===== config.mk =====
export PLATFORM = sky130hd
export DESIGN_NAME = mig_seq_eval
export DESIGN_NICKNAME = d
export VERILOG_FILES = /design/src/rtl/mig_seq_eval.sv
export SDC_FILE = /design/constraint.sdc
export NUM_CORES = 1
export LEC_CHECK = 0
export ABC_CLOCK_PERIOD_IN_PS = 4100
export CAP_MARGIN = 5
export CORE_MARGIN = 2
export CORE_UTILIZATION = 50
export DETAILED_ROUTE_END_ITERATION = 10
export HOLD_SLACK_MARGIN = 0.15
export PLACE_DENSITY = 0.79
export SLEW_MARGIN = 40
export SYNTH_ARGS = -nofsm -noshare
export SYNTH_HDL_FRONTEND = slang
export SYNTH_SLANG_ARGS = --single-unit

===== constraint.sdc =====
create_clock -name clk -period 4.1 [get_ports clk]
set_input_delay 0.41 -clock clk [delete_from_list [all_inputs] [get_ports clk]]
set_output_delay 0.41 -clock clk [all_outputs]
set_load 0.05 [all_outputs]

===== src/rtl/mig_seq_eval.sv =====
// mig_seq_eval: sequential majority-inverter graph evaluator.
// A small program memory holds up to N_NODES majority nodes. One shared
// 3-input majority unit evaluates one node per cycle into the node registers.
// After the last node, the selected output signal is presented on a
// valid/ready handshake.
// Optional feature: define MIG_SEQ_CYCLE_CNT_EN to add eval_cnt, a 16-bit
// saturating count of EVAL-state cycles.
module mig_seq_eval #(
  parameter int N_NODES = 8
) (
  input  logic        clk,
  input  logic        rst,
  input  logic        cfg_we,
  input  logic [2:0]  cfg_addr,
  input  logic [14:0] cfg_data,
  input  logic [3:0]  cfg_len,
  input  logic [3:0]  out_sel,
  input  logic        out_inv,
  input  logic        in_valid,
  output logic        in_ready,
  input  logic [3:0]  x,
  output logic        out_valid,
  input  logic        out_ready,
  output logic        y
`ifdef MIG_SEQ_CYCLE_CNT_EN
  ,
  output logic [15:0] eval_cnt
`endif
);

  typedef enum logic [1:0] {
    IDLE = 2'd0,
    EVAL = 2'd1,
    OUT  = 2'd2
  } state_t;

  state_t             state_r;
  state_t             state_nxt_s;
  logic [2:0]         idx_r;
  logic [N_NODES-1:0] n_r;
  logic [14:0]        prog_r [N_NODES];
  logic [3:0]         x_r;
  logic [3:0]         len_r;
  logic [3:0]         sel_r;
  logic               inv_r;
  logic               out_valid_r;
  logic               y_r;

  // A write that lands on the acceptance edge is parked here and committed
  // when the transaction finishes, so the evaluation sees the old program.
  logic               pend_v_r;
  logic [2:0]         pend_addr_r;
  logic [14:0]        pend_data_r;

  logic               in_ready_s;
  logic               accept_s;
  logic               last_s;
  logic [3:0]         len_eff_s;
  logic [14:0]        word_s;
  logic               op_a_s;
  logic               op_b_s;
  logic               op_c_s;
  logic               maj_s;
  logic [N_NODES-1:0] n_upd_s;
  logic               y_nxt_s;

  // Operand select decode: 0 and 13..15 are constant 0, 1..4 the latched
  // inputs, 5..12 the node registers.
  function automatic logic sel_decode(input logic [3:0]         sel,
                                      input logic [3:0]         xv,
                                      input logic [N_NODES-1:0] nv);
    logic v;
    v = 1'b0;
    case (sel)
      4'd1:    v = xv[0];
      4'd2:    v = xv[1];
      4'd3:    v = xv[2];
      4'd4:    v = xv[3];
      4'd5:    v = nv[0];
      4'd6:    v = nv[1];
      4'd7:    v = nv[2];
      4'd8:    v = nv[3];
      4'd9:    v = nv[4];
      4'd10:   v = nv[5];
      4'd11:   v = nv[6];
      4'd12:   v = nv[7];
      default: v = 1'b0;
    endcase
    return v;
  endfunction

  function automatic logic maj3(input logic a, input logic b, input logic c);
    return (a & b) | (a & c) | (b & c);
  endfunction

  // Operand fetch, shared majority evaluation and the next output value.
  always_comb begin
    word_s  = prog_r[idx_r];
    op_a_s  = sel_decode(word_s[3:0],   x_r, n_r) ^ word_s[4];
    op_b_s  = sel_decode(word_s[8:5],   x_r, n_r) ^ word_s[9];
    op_c_s  = sel_decode(word_s[13:10], x_r, n_r) ^ word_s[14];
    maj_s   = maj3(op_a_s, op_b_s, op_c_s);
    n_upd_s = n_r;
    n_upd_s[idx_r] = maj_s;
    // y is captured on the last EVAL edge, so it must see the node being written.
    y_nxt_s = sel_decode(sel_r, x_r, n_upd_s) ^ inv_r;
    if ((len_r == 4'd0) || (len_r > 4'd8)) begin
      len_eff_s = 4'd8;
    end else begin
      len_eff_s = len_r;
    end
    last_s = ({1'b0, idx_r} == (len_eff_s - 4'd1));
  end

  // Next-state logic and input handshake.
  always_comb begin
    state_nxt_s = state_r;
    in_ready_s  = 1'b0;
    case (state_r)
      IDLE: begin
        if (rst) begin
          in_ready_s = 1'b0;
        end else begin
          in_ready_s = 1'b1;
        end
        if (in_valid && in_ready_s) begin
          state_nxt_s = EVAL;
        end else begin
          state_nxt_s = IDLE;
        end
      end
      EVAL: begin
        if (last_s) begin
          state_nxt_s = OUT;
        end else begin
          state_nxt_s = EVAL;
        end
      end
      OUT: begin
        if (out_ready) begin
          state_nxt_s = IDLE;
        end else begin
          state_nxt_s = OUT;
        end
      end
      default: state_nxt_s = IDLE;
    endcase
  end

  assign accept_s  = in_valid & in_ready_s;
  assign in_ready  = in_ready_s;
  assign out_valid = out_valid_r;
  assign y         = y_r;

  // State register.
  always_ff @(posedge clk) begin
    if (rst) begin
      state_r <= IDLE;
    end else begin
      state_r <= state_nxt_s;
    end
  end

  // Datapath: input latch, node writes, program memory and output registers.
  always_ff @(posedge clk) begin
    if (rst) begin
      idx_r       <= 3'd0;
      n_r         <= '0;
      x_r         <= 4'd0;
      len_r       <= 4'd0;
      sel_r       <= 4'd0;
      inv_r       <= 1'b0;
      out_valid_r <= 1'b0;
      y_r         <= 1'b0;
      pend_v_r    <= 1'b0;
      pend_addr_r <= 3'd0;
      pend_data_r <= 15'd0;
      for (int i = 0; i < N_NODES; i++) begin
        prog_r[i] <= 15'd0;
      end
    end else begin
      case (state_r)
        IDLE: begin
          if (accept_s) begin
            x_r   <= x;
            len_r <= cfg_len;
            sel_r <= out_sel;
            inv_r <= out_inv;
            idx_r <= 3'd0;
          end
          if (cfg_we && accept_s) begin
            pend_v_r    <= 1'b1;
            pend_addr_r <= cfg_addr;
            pend_data_r <= cfg_data;
          end else if (cfg_we) begin
            prog_r[cfg_addr] <= cfg_data;
          end
        end
        EVAL: begin
          n_r   <= n_upd_s;
          idx_r <= idx_r + 3'd1;
          if (last_s) begin
            out_valid_r <= 1'b1;
            y_r         <= y_nxt_s;
          end
        end
        OUT: begin
          if (out_ready) begin
            out_valid_r <= 1'b0;
            y_r         <= 1'b0;
            if (pend_v_r) begin
              prog_r[pend_addr_r] <= pend_data_r;
              pend_v_r            <= 1'b0;
            end
          end
        end
        default: begin
          out_valid_r <= 1'b0;
        end
      endcase
    end
  end

`ifdef MIG_SEQ_CYCLE_CNT_EN
  logic [15:0] eval_cnt_r;

  // Saturating count of cycles spent in EVAL.
  always_ff @(posedge clk) begin
    if (rst) begin
      eval_cnt_r <= 16'd0;
    end else if ((state_r == EVAL) && (eval_cnt_r != 16'hFFFF)) begin
      eval_cnt_r <= eval_cnt_r + 16'd1;
    end
  end

  assign eval_cnt = eval_cnt_r;
`endif

endmodule

# [Yosys cells after proc, flatten, opt, wreduce, memory -nomap -nowiden]
# Memories as Yosys holds them, arrays and structs flattened. A register that Yosys moved wholly into a read port is not among the register bits.
# Cells that the tools add are included.
[classes] add_sub_neg=2 n_lt_le_gt_ge=3 n_eq_ne=55 n_mux=44 bitwise_logic=11 reduce_logical=17
[op_table] op="$eq 4x4->1 const B" n=20
[op_table] op="$eq 4x3->1 const B" n=16
[op_table] op="$pmux 1 s12" n=4
[op_table] op="$eq 4x2->1 const B" n=8
[op_table] op="$mux 15" n=2
[op_table] op="$reduce_or 15->1" n=2
[op_table] op="$mux 1" n=23
[op_table] op="$eq 4x1->1 const B" n=4
[op_table] op="$mux 3" n=5
[op_table] op="$reduce_and 3->1" n=3
[op_table] op="$bwmux 8" n=1
[op_table] op="$ne 2x2->1 const B" n=4
[op_table] op="$pmux 2 s3" n=1
[op_table] op="$pmux 3 s2" n=1
[op_table] op="$reduce_and 2->1" n=3
[op_table] op="$reduce_bool 2->1" n=3
[op_table] op="$and 1x1->1" n=4
[op_table] op="$eq 3x4->1" n=1
[op_table] op="$gt 4x4->1 const B" n=1
[op_table] op="$logic_not 4->1" n=1
[op_table] op="$lt 3x4->1 const B" n=1
[op_table] op="$mux 2" n=2
[op_table] op="$mux 4" n=1
[op_table] op="$pmux 1 s2" n=2
[op_table] op="other kinds (13)" n=19
[totals] register_bits=47 ramBits=120 inputBits=36 out_inout_bits=3 elab_cells=145 memories=1
[memory_table] name="prog_r" depth=8 word_bits=15 read_ports=1 rd_clocked_by_memory_dff=1 wr=8 line="41" rtl="logic [14:0] prog_r [N_NODES];"

# [Longest topological paths before layout]
[logic_depth] word_depth=12 mapped_depth=13 ltp_nobuf=11

# [Least setup slack after synthesis]
# No wires, ideal clock.
[synth_path] path_kind="input port to flip-flop" startpoint="in rst" endpoint="mem prog_r[3][0], enable pin" setup_ns=0.374 t_arrival_ns=2.760 path_slack_ns=0.967 cell_stages=5 n_path_buf=0 path_cell_list="nor3_1 nand3b_1 o21ai_0 nand2_1 nand2b_1"
[synth_rtl] item="from (decl)" line="12" rtl="input logic rst,"
[synth_rtl] item="to (decl)" line="41"

==> impl_metrics.json <==
{
  "postRouteWirelength_um": 19500,
  "netlist-cell-type-count": 56,
  "setup_violations": 0,
  "drtIter0Drc": 857,
  "netlist_instances": 714,
  "arrival_ns": 3.86,
  "fin_nets": 785,
  "cp_slowest_cell": "mux4_2",
  "gp_congestion": 0.841,
  "p_comb_share_pct": 7.6,
  "grt_setup_unrepaired": "no",
  "setup-tns-final_ns": 0,
  "postCtsSetupRepairBufs": 0,
  "synth_top_flop_cell": "edfxtp_1",
  "outcome": "complete, no violations",
  "syn_to_final_growth_pct": 14.8,
  "hold_class": "reg -> reg",
  "endpoint_kind": "register",
  "firstDrtPassIters": 8,
  "cp.required_ns": 4.39,
  "synth-seq-cells": 170,
  "path_max_fanout": 25,
  "critPathMaxStageDelay_ns": 0.57,
  "placed_cells": 944,
  "drive_above_1_share_pct": 11.8,
  "synth_edf_count": 120,
  "grt_use_total_pct": 24.3,
  "vias": 5819,
  "initial_core_util_pct": 51.0,
  "async_reset_ff_share_pct": 0,
  "row_count": 46,
  "design.core.area_um2": 15800,
  "grt_max_degree": 58,
  "powerDensity_nw_per_um2": 414,
  "drc_errors": 0,
  "hold_viol": 0,
  "timing.fmax_mhz": 280,
  "cts_root_buf": "clkbuf_16",
  "numCtsBuffers": 17,
  "cts.clk_slew.worst_paths_ns": 0.07,
  "io_buffers": 38,
  "pin_count": 39,
  "slew_headroom_pct": 45.7,
  "ctsHoldBuffers": 0,
  "slew_viol_final": 0,
  "fin_total_pwr_uw": 3840,
  "finalCriticalPeriod_ns": 3.57,
  "netlist_area_um2": 8070,
  "fin_cells": 976,
  "grt_pass1_vias": 5670,
  "min_period_over_period_pct": 87.1,
  "cts_sinks": 170,
  "final_common_cell": "nor2_1",
  "worstPathCellList": "buf_4 -> mux4_2 -> mux2i_1 -> o21ai_0 -> o221a_2 -> o22ai_1 -> mux2i_1 -> xnor2_1 -> maj3_4 -> nor4_2 -> nor3_1",
  "ys_warn_count": 0,
  "place_hpwl_um": 13100,
  "die_h_um": 131,
  "viasPerCell": 5.96,
  "cp_common_cell": "mux2i_1",
  "clkLatencyLatePin_ns": 0.43,
  "synth_seq_area_share_pct": 57.0,
  "ir_drop_v": 0.000394,
  "routedWlPerCell_um": 20.0,
  "setup_slack_ns": 0.530,
  "p_int_uw": 2970,
  "die_w_um": 131,
  "p_clk_share_pct": 42.0,
  "p_seq_share_pct": 50.4,
  "place_ws_ns": 0.572,
  "worst_pin_slew_ns": 0.792,
  "n_antenna_cell": 0,
  "grt_pass1_wl_um": 30900,
  "cts.path.max_buffers": 2,
  "htreeDepth": 4,
  "switchingPower_uw": 871,
  "max-cap-violations": 0,
  "setup.worst_path.class": "reg -> reg",
  "crit_path_start_kind": "register",
  "finalClockSkew_ns": 0.00872,
  "ant_nets": 0,
  "final_cell_mix": "nor2_1, edfxtp_1, nand2_1",
  "cts_tree": "done",
  "power.leakage_uw": 0.00315,
  "antenna_found_initial": 0,
  "syn_area_per_cell_um2": 11.3,
  "cts-resized-gates": 0,
  "grt_remaining_overflow": 0,
  "synth_nets": 752,
  "die-area_um2": 17200,
  "swShare_pct": 22.7
}
[Yosys cell counts, types with 3 or more instances]
cell type  instances  area share (%)
clkbuf_1          30             1.4
o21ai_0           12            0.74
xor2_1             3            0.33
a21oi_1           45             2.8
mux4_1             6             2.0
nand3b_1          10            0.93
edfxtp_1         120              45
buf_2              4            0.25
nand2_1           97             4.5
nor2b_1           11            0.85
mux2_2            10             1.4
a31oi_1            3            0.23
and2_1             3            0.23
nand3_1            6            0.37
nor3_1            11            0.68
o211ai_1           3            0.28
a211oi_1           3            0.28
dfxtp_1           50              12
mux2i_1           35             4.3
o22ai_1            5            0.39
buf_4              3            0.28
inv_1              4            0.19
nand4_1            4            0.31
buf_1              4            0.19
a22oi_1            5            0.47
xnor2_1            6            0.65
mux4_2            22             6.1
nand2b_1          18             1.4
nor2_1           143             6.6
[final timing paths]
| path | from | endpoint | depth (start not counted) | slack (ns) |
|---|---|---|---|---|
| worst max-delay path | register | n_r[1]$_SDFFE_PP0P_ | 11 | 0.53 |
| worst min-delay path | pend_data_r[2]$_SDFFE_PP0P_ | pend_data_r[2]$_SDFFE_PP0P_ | 2 | 0.46 |
| worst max register to register | register | n_r[1]$_SDFFE_PP0P_ | 11 | 0.53 |
| worst min register to register | pend_data_r[2]$_SDFFE_PP0P_ | pend_data_r[2]$_SDFFE_PP0P_ | 2 | 0.46 |
[per-stage QoR]
stage,area (um2),util [%],hold WS [ns]
global route,9270,58.6,0.468
CTS,9270,58.5,0.443
floorplan,8070,-,0.417
detailed placement,8680,54.8,0.442
global placement,8670,54.8,0.430
finish,9270,58.6,0.456
[metal layers]
layer	vias up	GRT usage, %	wire [um]
met5	-	0	0
li1	2640	-	-
met3	51	4.95	1450
met4	0	9.14	601
met1	2845	31.1	7550
met2	283	41.0	9910
[final cells by class]
class	count	area, um2
Fill cell	1231	6560
Tap cell	216	270
Sequential cell	170	4600
Inverter	4	15.0
Clock inverter	13	153
Multi-Input combinational cell	498	3280
Timing Repair Buffer	56	513
Clock buffer	19	433
[registers in the layout, indices dropped and copies added (netlist names), named ones only]
name and flops:
prog_r 120, pend_data_r 15, n_r 8, len_r 4
sel_r 4, x_r 4, idx_r 3, pend_addr_r 3
state_r 2, inv_r 1, out_valid 1, pend_v_r 1
y 1
[power by group through the flow]
stage	Sequential, uW	Clock, uW	Combinational, uW
2_1_floorplan	1950	0	196
3_3_place_gp	1960	0	274
3_5_place_dp	1970	0	286
4_1_cts	1930	1620	289
5_1_grt	1940	1690	315
6_report	1930	1610	291
[worst max-delay path, delay by kind of cell (launching register included)]
kind	cells	cell delay, ns
AOI/OAI and AO/OA	3	0.66
xor gates and xnor gates	1	0.21
adders and majority gates	1	0.41
buffers and inverters	1	0.43
DFF	1	0.39
muxes	3	1.00
and+or+nand+nor	2	0.30
[kinds of logic (layout without fill, tap and decap cells)]
kind of cell | count (synthesis) | after routing | synth area share [%]
AND/OR/NAND/NOR | 320 | 320 | 17.6
flip-flops | 170 | 170 | 57.0
AO/OA/AOI/OAI | 90 | 90 | 6.88
multiplexers | 76 | 76 | 14.6
buffers and inverters | 46 | 92 | 2.43
XOR/XNOR | 9 | 9 | 0.976
adder cells (fa/ha/maj) | 3 | 3 | 0.480
No activity file was read; power rests on OpenSTA's default activity.
